==> src/rtl/dual_bank_memory.sv <==
// Two equal-sized register banks sharing one address bus, with a power-up clear
// sequence that zeroes every word before accesses are accepted.
module dual_bank_memory #(
  parameter int DATA_WIDTH = 9,
  parameter int ADDR_WIDTH = 4
) (
  input  logic                  clk,
  input  logic                  rst_n,
  input  logic [ADDR_WIDTH-1:0] addr,
  input  logic [DATA_WIDTH-1:0] data_in,
  input  logic                  w_en,
  input  logic                  m_sel,
  output logic [DATA_WIDTH-1:0] data1_o,
  output logic [DATA_WIDTH-1:0] data2_o,
  output logic                  ready
);

  localparam int DEPTH = 1 << ADDR_WIDTH;
  localparam logic [ADDR_WIDTH-1:0] LAST_ADDR = ADDR_WIDTH'(DEPTH - 1);

  typedef enum logic {
    CLEAR  = 1'b0,
    ACTIVE = 1'b1
  } state_t;

  state_t                  state;
  logic [ADDR_WIDTH-1:0]   clr_cnt;
  logic [DATA_WIDTH-1:0]   bank0 [DEPTH];
  logic [DATA_WIDTH-1:0]   bank1 [DEPTH];
  logic                    wr0;
  logic                    wr1;

  always_comb begin
    wr0 = (state == ACTIVE) && w_en && !m_sel;
    wr1 = (state == ACTIVE) && w_en &&  m_sel;
  end

  // Storage carries no reset so it can map onto RAM; the clear walk zeroes it instead.
  always_ff @(posedge clk) begin
    if (state == CLEAR) begin
      bank0[clr_cnt] <= '0;
      bank1[clr_cnt] <= '0;
    end else begin
      if (wr0) bank0[addr] <= data_in;
      if (wr1) bank1[addr] <= data_in;
    end
  end

  always_ff @(posedge clk or negedge rst_n) begin
    if (!rst_n) begin
      state   <= CLEAR;
      clr_cnt <= '0;
      ready   <= 1'b0;
      data1_o <= '0;
      data2_o <= '0;
    end else begin
      case (state)
        CLEAR: begin
          clr_cnt <= clr_cnt + 1'b1;
          data1_o <= '0;
          data2_o <= '0;
          if (clr_cnt == LAST_ADDR) begin
            state <= ACTIVE;
            ready <= 1'b1;
          end
        end
        ACTIVE: begin
          ready   <= 1'b1;
          // A write to the selected bank is forwarded straight to its output.
          data1_o <= wr0 ? data_in : bank0[addr];
          data2_o <= wr1 ? data_in : bank1[addr];
        end
        default: begin
          state <= CLEAR;
          ready <= 1'b0;
        end
      endcase
    end
  end

endmodule

==> config.mk <==
export PLATFORM = sky130hd
export DESIGN_NAME = dual_bank_memory
export DESIGN_NICKNAME = d
export VERILOG_FILES = /design/src/rtl/dual_bank_memory.sv
export SDC_FILE = /design/constraint.sdc
export NUM_CORES = 1
export LEC_CHECK = 0
export BUFFER_PORTS_ARGS = -buffer_cell sky130_fd_sc_hd__clkbuf_2
export CAP_MARGIN = 10
export CORE_AREA = 2 2 225 227
export DETAILED_ROUTE_END_ITERATION = 16
export DIE_AREA = 0 0 227 229
export MAX_ROUTING_LAYER = met4
export PLACE_DENSITY_LB_ADDON = 0.25
export SYNTH_ARGS = -nofsm -noshare
export SYNTH_HDL_FRONTEND = slang
export SYNTH_SLANG_ARGS = --single-unit
==> constraint.sdc <==
create_clock -name clk -period 3.2 [get_ports clk]
set_clock_uncertainty 0.05 [all_clocks]
set_input_delay 0.16 -clock clk [delete_from_list [all_inputs] [get_ports clk]]
set_output_delay 0.16 -clock clk [all_outputs]
set_load 0.02 [all_outputs]
==> metrics.txt, run 1 <==
width of the die=about 230 um; crit path capture=bank1[10][5]; input/output buffers=35; Area growth syn-to-layout=16.93%; largest net degree at the start of global routing=81; Crit. Startpoint=state; initial antenna violation count=1; Worst-Margin Slew=1072 ps; Peak supply drop=about 0.00023 V; Synth area leader=edfxtp_1; most frequent cells in the layout=288 x edfxtp_1, 54 x mux4_2, 45 x mux2i_1; drt wl/cell=20.42 um; Synth Instances=~640; DR pass1 iterations=4; vias per cell=4.299; Final Total Pwr=around 8.6 mW; final setup fails=0; Ports=36; syn_nets=around 660; layout cells sized above 1=22.66%; Max Slew Vio Count=0; Seq/Total Area, Yosys=75.37%; number of gates resized after cts=0; Sinks on Clock Net=around 310; Die Y=229 um; routability cong.=around 0.75; worst hold start=data_in[4]; setup TNS=0 ps; Mapped Area=12270 sq um; Storage cell area=9249 sq um; hold slack=167.1 ps; Worst R2R Start=state; Final Cycle Share=slightly above 80%; detailed placement HPWL=18020 um; RSZ-0062 raised after global routing=false; Arrival @ worst endpoint=about 2700 ps; CTS Buffer Depth=3; M1 GR Usage=16.04%; Synth area leaders=edfxtp_1 70%, mux4_2 9.9%, dfrtp_1 4.9%; vias in the first global route=6311; residual DRC count=0; Post-synth EDFFs=about 290; antenna-violating nets left=0; nature of the critical path endpoint=register; gr busiest metal=met2; min cycle time layout=2655 ps; Initial Util=about a quarter; MaxCap Viol Count=0; max frequency=around 380 MHz; Mean Syn Cell Area=19.23 sq um; Clk pwr share=43.4%; Placement Rows=82; sw frac=20.95%; Nets=721; WS Path Type=register to register; Pint=approximately 6.8 mW; GR Util All Layers=11.54%; Cell variety after synth=37; synth warn=0; top cell type's share of synthesized area=a little over two thirds; startpoint types=register; Max H-tree Level=2; commonest non-fill, non-tap cell in the layout=edfxtp_1; Logic pwr share=4.6%; Rel. slew slack=28.28%; #FFs+latches synth=312; Register-to-Register Path Depth=3; Num CTS Buffers=34; outcome=complete, no violations; async set-reset flop share out of synthesis=7.692%; Via Count=between 6000 and 7000; clock tree from TritonCTS=yes; crit-path max FO=17; area of the multi-input gates=2774 sq um; R2R Setup Slk=540 ps; Clk pin slew, worst setup/hold paths=60 ps; met3 Use GR=2.348%; ys flop type=edfxtp_1; die area=51980 sq um; Static Leak=5.186 nW; Net Sw Power=1.802 mW; met2 usage=17.05%; total wire length=28610 um; R2R Path End=bank1[10][5]; Hold Crit Class=primary input to register; initial DRC count=roughly 420; Final Hold Fails=0; CTS root buf=clkbuf_16; Power Dens Cells=approximately 600 nW/um^2; Seq pwr share=52.0%; core area=49660 sq um; total grt overflow=0; first-pass GRT wire length=42340 um; CP Data Required Time=around 3300 ps; # fillers=roughly 5000; clk_lat worst skew=510 ps
==> synth_stat cells, drive strengths merged (2+ instances only) <==
cell	count
a21oi	13
a22oi	27
a31oi	5
a32oi	2
and2	19
buf	27
clkbuf	5
dfrtp	24
edfxtp	288
inv	4
mux2i	45
mux4	54
nand2	12
nand2b	2
nand3	12
nand3b	10
nor2	44
nor2b	5
nor3	10
nor3b	4
o211ai	9
o21ai	6
or2	2
xnor2	3
==> power by group through the flow <==
stage	clock network (mW)	registers, mW	logic (mW)
6_report	3.73	4.47	0.398
3_5_place_dp	0	4.56	0.406
5_1_grt	4.00	4.47	0.434
4_1_cts	3.84	4.47	0.409
3_3_place_gp	0	4.56	0.405
2_1_floorplan	0	4.59	0.230
==> layer usage <==
layer  part of all wire, %  up-vias
met5                     0        -
met4                   2.0        0
met3                   3.7       46
met2                    46      119
met1                    48     3158
li1                      -     2700
==> how the worst min path moves through the flow <==
stage / to / slack, ps / depth (start not counted)
5_1_grt: bank1[3][6] / 170 / 3
3_5_place_dp: data1_o[8] / 210 / 1
3_3_place_gp: data1_o[8] / 210 / 1
2_1_floorplan: clr_cnt[0] / -190 / 0
4_1_cts: bank1[3][6] / 150 / 3
6_report: bank1[13][4] / 170 / 3
==> registers in the layout, summed over array words and instances, names as in the netlist <==
register  flops
bank0       144
bank1       144
clr_cnt       4
data1_o       9
data2_o       9
ready         1
state         1
==> worst max-delay path, stage by stage (launching register included) <==
cell,delay [ps]
dfrtp_1,530
and3_1,520
a31oi_1,290
nor2_1,880
==> cells by family after synthesis <==
family	synth area share [%]
flops	75.37
simple gates	5.160
mux	13.67
compound gates	3.457
buf+inv	2.019
xor+xnor	0.2142
fa+ha+maj	0.1020
==> layout make-up <==
type,count,area share [%]
inverters,5,0.1308
clock inverters,8,0.2355
diodes,1,0.01744
well taps,672,5.860
multi-input cells,289,19.33
repair buffers,61,2.808
flip-flops and latches,312,64.46
clock buffers,53,7.151
==> metrics by stage <==
| step | util [%] | std cells | setup slack [ps] | instance area (sq um) |
|---|---|---|---|---|
| after global routing | 28.89 | 1401 | 375.8 | 14350 |
| after CTS | 28.89 | 1400 | 513.3 | 14350 |
| final | 28.89 | 1401 | 544.8 | 14350 |
| after global placement | 26.73 | 1338 | 569.9 | 13280 |
| after floorplan | - | 638 | 1205 | 12270 |
| after detailed placement | 26.73 | 1338 | 507.3 | 13280 |
==> timing repair <==
action | in CTS | in global routing
buffers inserted | 0 | 0
hold endpoints to repair | 24 | 0
hold buffers | 1 | 0
No activity file was read; power rests on OpenSTA's default activity.
==> run 2, diff against run 1 <==
--- a/config.mk
+++ b/config.mk
@@ -5,11 +5,12 @@
 export SDC_FILE = /design/constraint.sdc
 export NUM_CORES = 1
 export LEC_CHECK = 0
+export ABC_AREA = 1
 export BUFFER_PORTS_ARGS = -buffer_cell sky130_fd_sc_hd__clkbuf_2
 export CAP_MARGIN = 10
-export CORE_AREA = 2 2 225 227
+export CORE_AREA = 2 2 230 232
 export DETAILED_ROUTE_END_ITERATION = 16
-export DIE_AREA = 0 0 227 229
+export DIE_AREA = 0 0 232 234
 export MAX_ROUTING_LAYER = met4
 export PLACE_DENSITY_LB_ADDON = 0.25
 export SYNTH_ARGS = -nofsm -noshare
==> constraint.sdc (replaced) <==
create_clock -name clk -period 2.2 [get_ports clk]
set_clock_uncertainty 0.05 [all_clocks]
set_input_delay 0.11 -clock clk [delete_from_list [all_inputs] [get_ports clk]]
set_output_delay 0.11 -clock clk [all_outputs]
set_load 0.02 [all_outputs]
==> metrics.txt, run 2 <==
hold depth=6 (+3); residual DRC count=0 (unchanged); Layout Utilization=29.36% (+0.47 points); core area=52020 sq um (+4.8%); R2R Setup Slk=160 ps (-390 ps); Largest regs=bank0 (144), bank1 (144); top cell type's share of synthesized area=67.26% (-3.2 points); RSZ-0062 raised after global routing=true; Synth Instances=1153 (+81%); antenna-violating nets left=0 (unchanged); Clk pwr share=42.8% (-0.6 points); Seq pwr share=50.7% (-1.3 points); Initial Util=24.72% (about the same); Mean Syn Cell Area=11.15 sq um (-42%); Arrival @ worst endpoint=2270 ps (-470 ps); Register-to-Register Path Depth=7 (+4); routability cong.=0.7941 (+5.2%); # fillers=5357 (+7.9%); nature of the critical path endpoint=register; Post-synth EDFFs=288 (unchanged); WS Path Type=register to register; Final Hold Fails=0 (unchanged); #FFs+latches synth=312 (unchanged); Net Sw Power=2.869 mW (+59%); total grt overflow=0 (unchanged); final setup margin=155.5 ps (-389.3 ps); antenna cells=0 (-1); hold slack=66.48 ps (-100.6 ps); setup TNS=0 ps (unchanged); MaxCap Viol Count=0 (unchanged); Ports=36 (unchanged); clk_lat worst skew=570 ps (+60 ps); startpoint types=register; Mapped Area=12860 sq um (+4.8%); Max Slew Vio Count=0 (unchanged); clock tree from TritonCTS=yes; CTS root buf=clkbuf_16; Worst R2R Start=state; Hold Crit Class=primary input to register; R2R Path End=bank0[9][7]; sw frac=22.36% (+1.4 points); Sinks on Clock Net=312 (unchanged); Clk pin slew, worst setup/hold paths=60 ps (about the same); Die Y=234 um (+2.2%); syn_nets=1171 (+79%); Cell variety after synth=26 (-30%); Power Dens Cells=840.0 nW/um^2 (+40%); Num CTS Buffers=31 (-8.8%); met3 wire length=1261 um (+18%); CP Data Required Time=2430 ps (-850 ps); ys flop type=edfxtp_1; Nets=1250 (+73%); input/output buffers=35 (unchanged); Commonest cells post-synth=433 x nand2_1, 288 x edfxtp_1, 225 x nand3_1, 47 x nor2_1, 43 x inv_1; Static Leak=6.143 nW (+18%); Synth area leaders=edfxtp_1 67%, nand2_1 13%, nand3_1 8.8%; min cycle time layout=2045 ps (-610.7 ps); die area=54290 sq um (+4.4%); Via Count=8349 (+39%); commonest non-fill, non-tap cell in the layout=nand2_1; crit-path max FO=18 (+1); dpl ws=85.09 ps (-422.2 ps); CTS Buffer Depth=3 (unchanged); initial antenna violation count=0 (-1); outcome=complete, no violations; Max H-tree Level=1 (-1); Final Cycle Share=92.93% (+10 points); Endpoint, Worst Hold=data2_o[5]; first-pass GRT wire length=51180 um (+21%); final setup fails=0 (unchanged); Seq/Total Area, Yosys=71.93% (-3.4 points); max frequency=489.1 MHz (+30%); Max Used Layer=met4; Placement Rows=84 (+2.4%); most frequent cells in the layout=433 x nand2_1, 288 x edfxtp_1, 225 x nand3_1; vias in the first global route=8376 (+33%); GR Util All Layers=12.86% (+1.3 points); most frequent cell after synthesis=nand2_1; metal2 WL=16560 um (+25%); Synth area leader=edfxtp_1; Logic pwr share=6.4% (+1.8 points); initial DRC count=679 (+62%); Metal-1 WL=15610 um (+14%); drt wl/cell=17.52 um (-14%); DR pass1 iterations=5 (+1); detailed placement HPWL=21270 um (+18%); layout cells sized above 1=13.77% (-8.9 points); Pint=9.962 mW (+47%); Rel. slew slack=40.87% (+13 points); width of the die=232 um (+2.2%); vias per cell=4.295 (-0.10%); largest net degree at the start of global routing=94 (+16%); setup repair bufs after CTS=0 (unchanged); Area growth syn-to-layout=18.79%; Worst-Margin Slew=887.0 ps (-184.9 ps); worst hold start=data_in[5]; Peak supply drop=0.0003652 V (+56%); synth warn=0 (unchanged); total wire length=34060 um (+19%); async set-reset flop share out of synthesis=7.692% (unchanged)
run 2: cell types whose count changed in the layout (fill, tap and decap cells not counted), moves of 10 or more:
cell / change
mux4_2: -54
a22oi_1: -27
and2_1: -19
nand2_1: +421
mux2i_1: -45
buf_4: +38
nand3b_1: -10
inv_1: +39
a21oi_1: -13
nand3_1: +213
run 2: power groups by stage:
stage                     registers (mW)  logic (mW)  clock network, mW
after floorplan                     6.68       0.432                  0
after global placement              6.64       0.836                  0
final                               6.51       0.823               5.50
after detailed placement            6.64       0.838                  0
after global routing                6.51       0.912               5.82
after CTS                           6.51       0.841               5.61
run 2: per-stage QoR:
step	std cells	area [sq um]	power, mW
floorplan	1153	12860	7.115
detailed placement	1886	14210	7.474
CTS	1944	15270	12.96
global placement	1886	14210	7.472
finish	1944	15270	12.83
global route	1944	15270	13.24
run 2: logic make-up after synthesis:
family / share of synthesized area, %
buffers and inverters: 3.678
xor gates and xnor gates: 0.2044
DFF: 71.93
adders and majority gates: 0.09729
and+or+nand+nor: 23.60
AOI/OAI and AO/OA: 0.4962
run 2: routing by layer:
layer / up-vias / global-route usage (%)
met5: - / -
met3: 45 / 1.970
met2: 149 / 21.60
met4: 0 / 2.404
met1: 4063 / 16.59
li1: 4092 / -
run 2: worst max-delay path, cell delays in order (launching register included):
cell,delay [ps]
dfrtp_1,490
nand3_4,240
inv_1,130
nor2_2,50
inv_1,140
nand3_1,280
nor2_1,180
buf_4,200
run 2: how the worst max path moves through the flow:
stage / from / endpoint / slack (ps) / cells after the start
final: state / bank0[9][7] / 160 / 7
after detailed placement: state / bank0[0][5] / 90 / 5
after global placement: state / bank0[0][2] / 140 / 5
after floorplan: state / bank0[12][0] / 70 / 7
after global routing: state / bank0[0][6] / -10 / 7
after CTS: state / bank0[0][6] / 100 / 5
run 2: cell type report:
type / count / area [sq um] / share of cell area (%)
multi-input combinational: 731 / 3141 / 20.56
sequential: 312 / 9249 / 60.55
timing repair buffer: 104 / 773.2 / 5.062
inverter: 52 / 197.7 / 1.294
clock inverter: 15 / 176.4 / 1.155
clock buffer: 42 / 877.1 / 5.742
tap: 688 / 860.8 / 5.636
run 2: timing repair:
action                                  4_1_cts  5_1_grt
gates resized for setup                       0        3
endpoints found under the setup margin        0      123
hold buffers                                  1        0
hold endpoints to repair                     24        0
==> run 3, diff against run 2 <==
--- a/config.mk
+++ b/config.mk
@@ -8,9 +8,9 @@
 export ABC_AREA = 1
 export BUFFER_PORTS_ARGS = -buffer_cell sky130_fd_sc_hd__clkbuf_2
 export CAP_MARGIN = 10
-export CORE_AREA = 2 2 230 232
+export CORE_AREA = 2 2 324 166
 export DETAILED_ROUTE_END_ITERATION = 16
-export DIE_AREA = 0 0 232 234
+export DIE_AREA = 0 0 326 168
 export MAX_ROUTING_LAYER = met4
 export PLACE_DENSITY_LB_ADDON = 0.25
 export SYNTH_ARGS = -nofsm -noshare
==> metrics.txt, run 3 (synthesized netlist as in run 2, its figures left out) <==
Pint=9.693 mW (-2.7%); Final Cycle Share=91.30% (-1.6 points); most frequent cells in the layout=433 x nand2_1, 288 x edfxtp_1, 225 x nand3_1; Placement Rows=60 (-29%); detailed placement HPWL=24790 um (+17%); Power Dens Cells=819.1 nW/um^2 (-2.5%); Arrival @ worst endpoint=2240 ps (-30 ps); largest net degree at the start of global routing=68 (-28%); sw frac=22.82% (+0.47 points); Final Hold Fails=0 (unchanged); first-pass GRT wire length=55760 um (+8.9%); Logic pwr share=7.0% (+0.6 points); Sinks on Clock Net=312 (unchanged); initial antenna violation count=1 (+1); WS Path Type=register to register; final setup fails=0 (unchanged); clock tree from TritonCTS=yes; Seq pwr share=51.8% (+1.1 points); Rel. slew slack=42.22% (+1.4 points); startpoint types=register; width of the die=326 um (+41%); Num CTS Buffers=31 (unchanged); Hold Crit Class=primary input to register; clk_lat worst skew=570 ps (about the same); GR Util All Layers=13.97% (+1.1 points); nature of the critical path endpoint=register; Via Count=8672 (+3.9%); die area=54770 sq um (+0.88%); MaxCap Viol Count=0 (unchanged); Worst-Margin Slew=866.7 ps (-20.29 ps); setup TNS=0 ps (unchanged); routability cong.=0.8342 (+5.0%); vias per cell=4.371 (+1.8%); DR pass1 iterations=5 (unchanged); crit-path max FO=18 (unchanged); CTS Buffer Depth=3 (unchanged); Initial Util=24.50% (-0.21 points); drt wl/cell=18.69 um (+6.7%); RSZ-0062 raised after global routing=false; Max H-tree Level=1 (unchanged); layout cells sized above 1=14.11% (+0.33 points); # fillers=5396 (+0.73%); commonest non-fill, non-tap cell in the layout=nand2_1; input/output buffers=35 (unchanged); Nets=1266 (+1.3%); max frequency=497.9 MHz (+1.8%); setup repair bufs after CTS=0 (unchanged); Die Y=168 um (-28%); min cycle time layout=2009 ps (-35.99 ps); Max Slew Vio Count=0 (unchanged); Largest regs=bank0 (144), bank1 (144); total wire length=37080 um (+8.9%); Peak supply drop=0.0005870 V (+61%); Area growth syn-to-layout=19.24%; Clk pin slew, worst setup/hold paths=60 ps (about the same); Ports=36 (unchanged); initial DRC count=901 (+33%); Net Sw Power=2.866 mW (about the same); Layout Utilization=29.22% (-0.14 points); core area=52480 sq um (+0.87%); outcome=complete, no violations; Clk pwr share=41.2% (-1.6 points); total grt overflow=0 (unchanged); antenna-violating nets left=0 (unchanged); vias in the first global route=8345 (-0.37%); Static Leak=6.155 nW (+0.19%); CP Data Required Time=2430 ps (about the same); CTS root buf=clkbuf_16; residual DRC count=0 (unchanged)
-- run 3: cell count changes in the layout (fill, tap and decap cells not counted), sizes merged --
cell,before,now
buf,70,86
bufinv,4,3
clkinv,14,11
diode,0,2
inv,48,49
-- run 3: path summary, 6_finish.rpt --
path                            startpoint           to  slack, ps  cells past startpoint
worst max-delay path                 state  bank1[8][1]        190                      5
worst min-delay path            data_in[6]   data2_o[6]         50                      6
worst max register to register       state  bank1[8][1]        190                      5
worst min register to register       ready        ready        430                      1
max in group asynchronous            rst_n   data2_o[8]       1420                      2
min in group asynchronous            rst_n   data1_o[0]        140                      2
-- run 3: stage by stage --
step | instance area [sq um] | power, mW | worst slack, ps | std cells | hold slack [ps]
after floorplan | 12860 | 7.115 | 68.22 | 1153 | -235.6
after global placement | 14350 | 7.516 | 152.2 | 1927 | 220.7
after detailed placement | 14350 | 7.512 | 71.58 | 1927 | 234.1
after CTS | 15320 | 12.70 | 65.06 | 1982 | 17.71
after global routing | 15330 | 13.00 | 27.19 | 1982 | 92.99
final | 15330 | 12.56 | 191.5 | 1984 | 47.70
-- run 3: per-layer routing --
layer  GRT usage (%)  wire length (um)  vias up  share of wire, %
met5               -                 0        -                 0
met4           1.843               501        0               1.4
met2           16.65             13160      244                35
li1                -                 -     4121                 -
met1           23.19             20310     4266                55
met3           3.252              3107       41               8.4
-- run 3: power by group through the flow --
stage / Sequential, mW / Clock, mW / Combinational (mW)
final: 6.51 / 5.17 / 0.877
after global routing: 6.51 / 5.53 / 0.960
after CTS: 6.51 / 5.31 / 0.881
after detailed placement: 6.64 / 0 / 0.875
after global placement: 6.64 / 0 / 0.877
after floorplan: 6.68 / 0 / 0.432
-- run 3: critical path: stages (launching register included) --
cell and delay (ps):
dfrtp_1 450, nand3_4 230, o21ai_1 440, nand3_1 170, nor2_1 170, buf_4 200
-- run 3: area by class of cell --
class / instances / area [sq um] / area share [%]
inverter: 52 / 197.7 / 1.289
timing repair buffer: 120 / 883.3 / 5.761
antenna: 2 / 5.005 / 0.03264
clock buffer: 42 / 827.0 / 5.394
sequential: 312 / 9249 / 60.32
multi-input combinational: 731 / 3142 / 20.49
tap: 713 / 892.1 / 5.819
clock inverter: 12 / 136.4 / 0.8895
-- run 3: what timing repair did --
item	CTS	global route
resized for setup	0	2
endpoints found under the hold margin	24	0
endpoints found under the setup margin	0	18
hold buffers	1	0
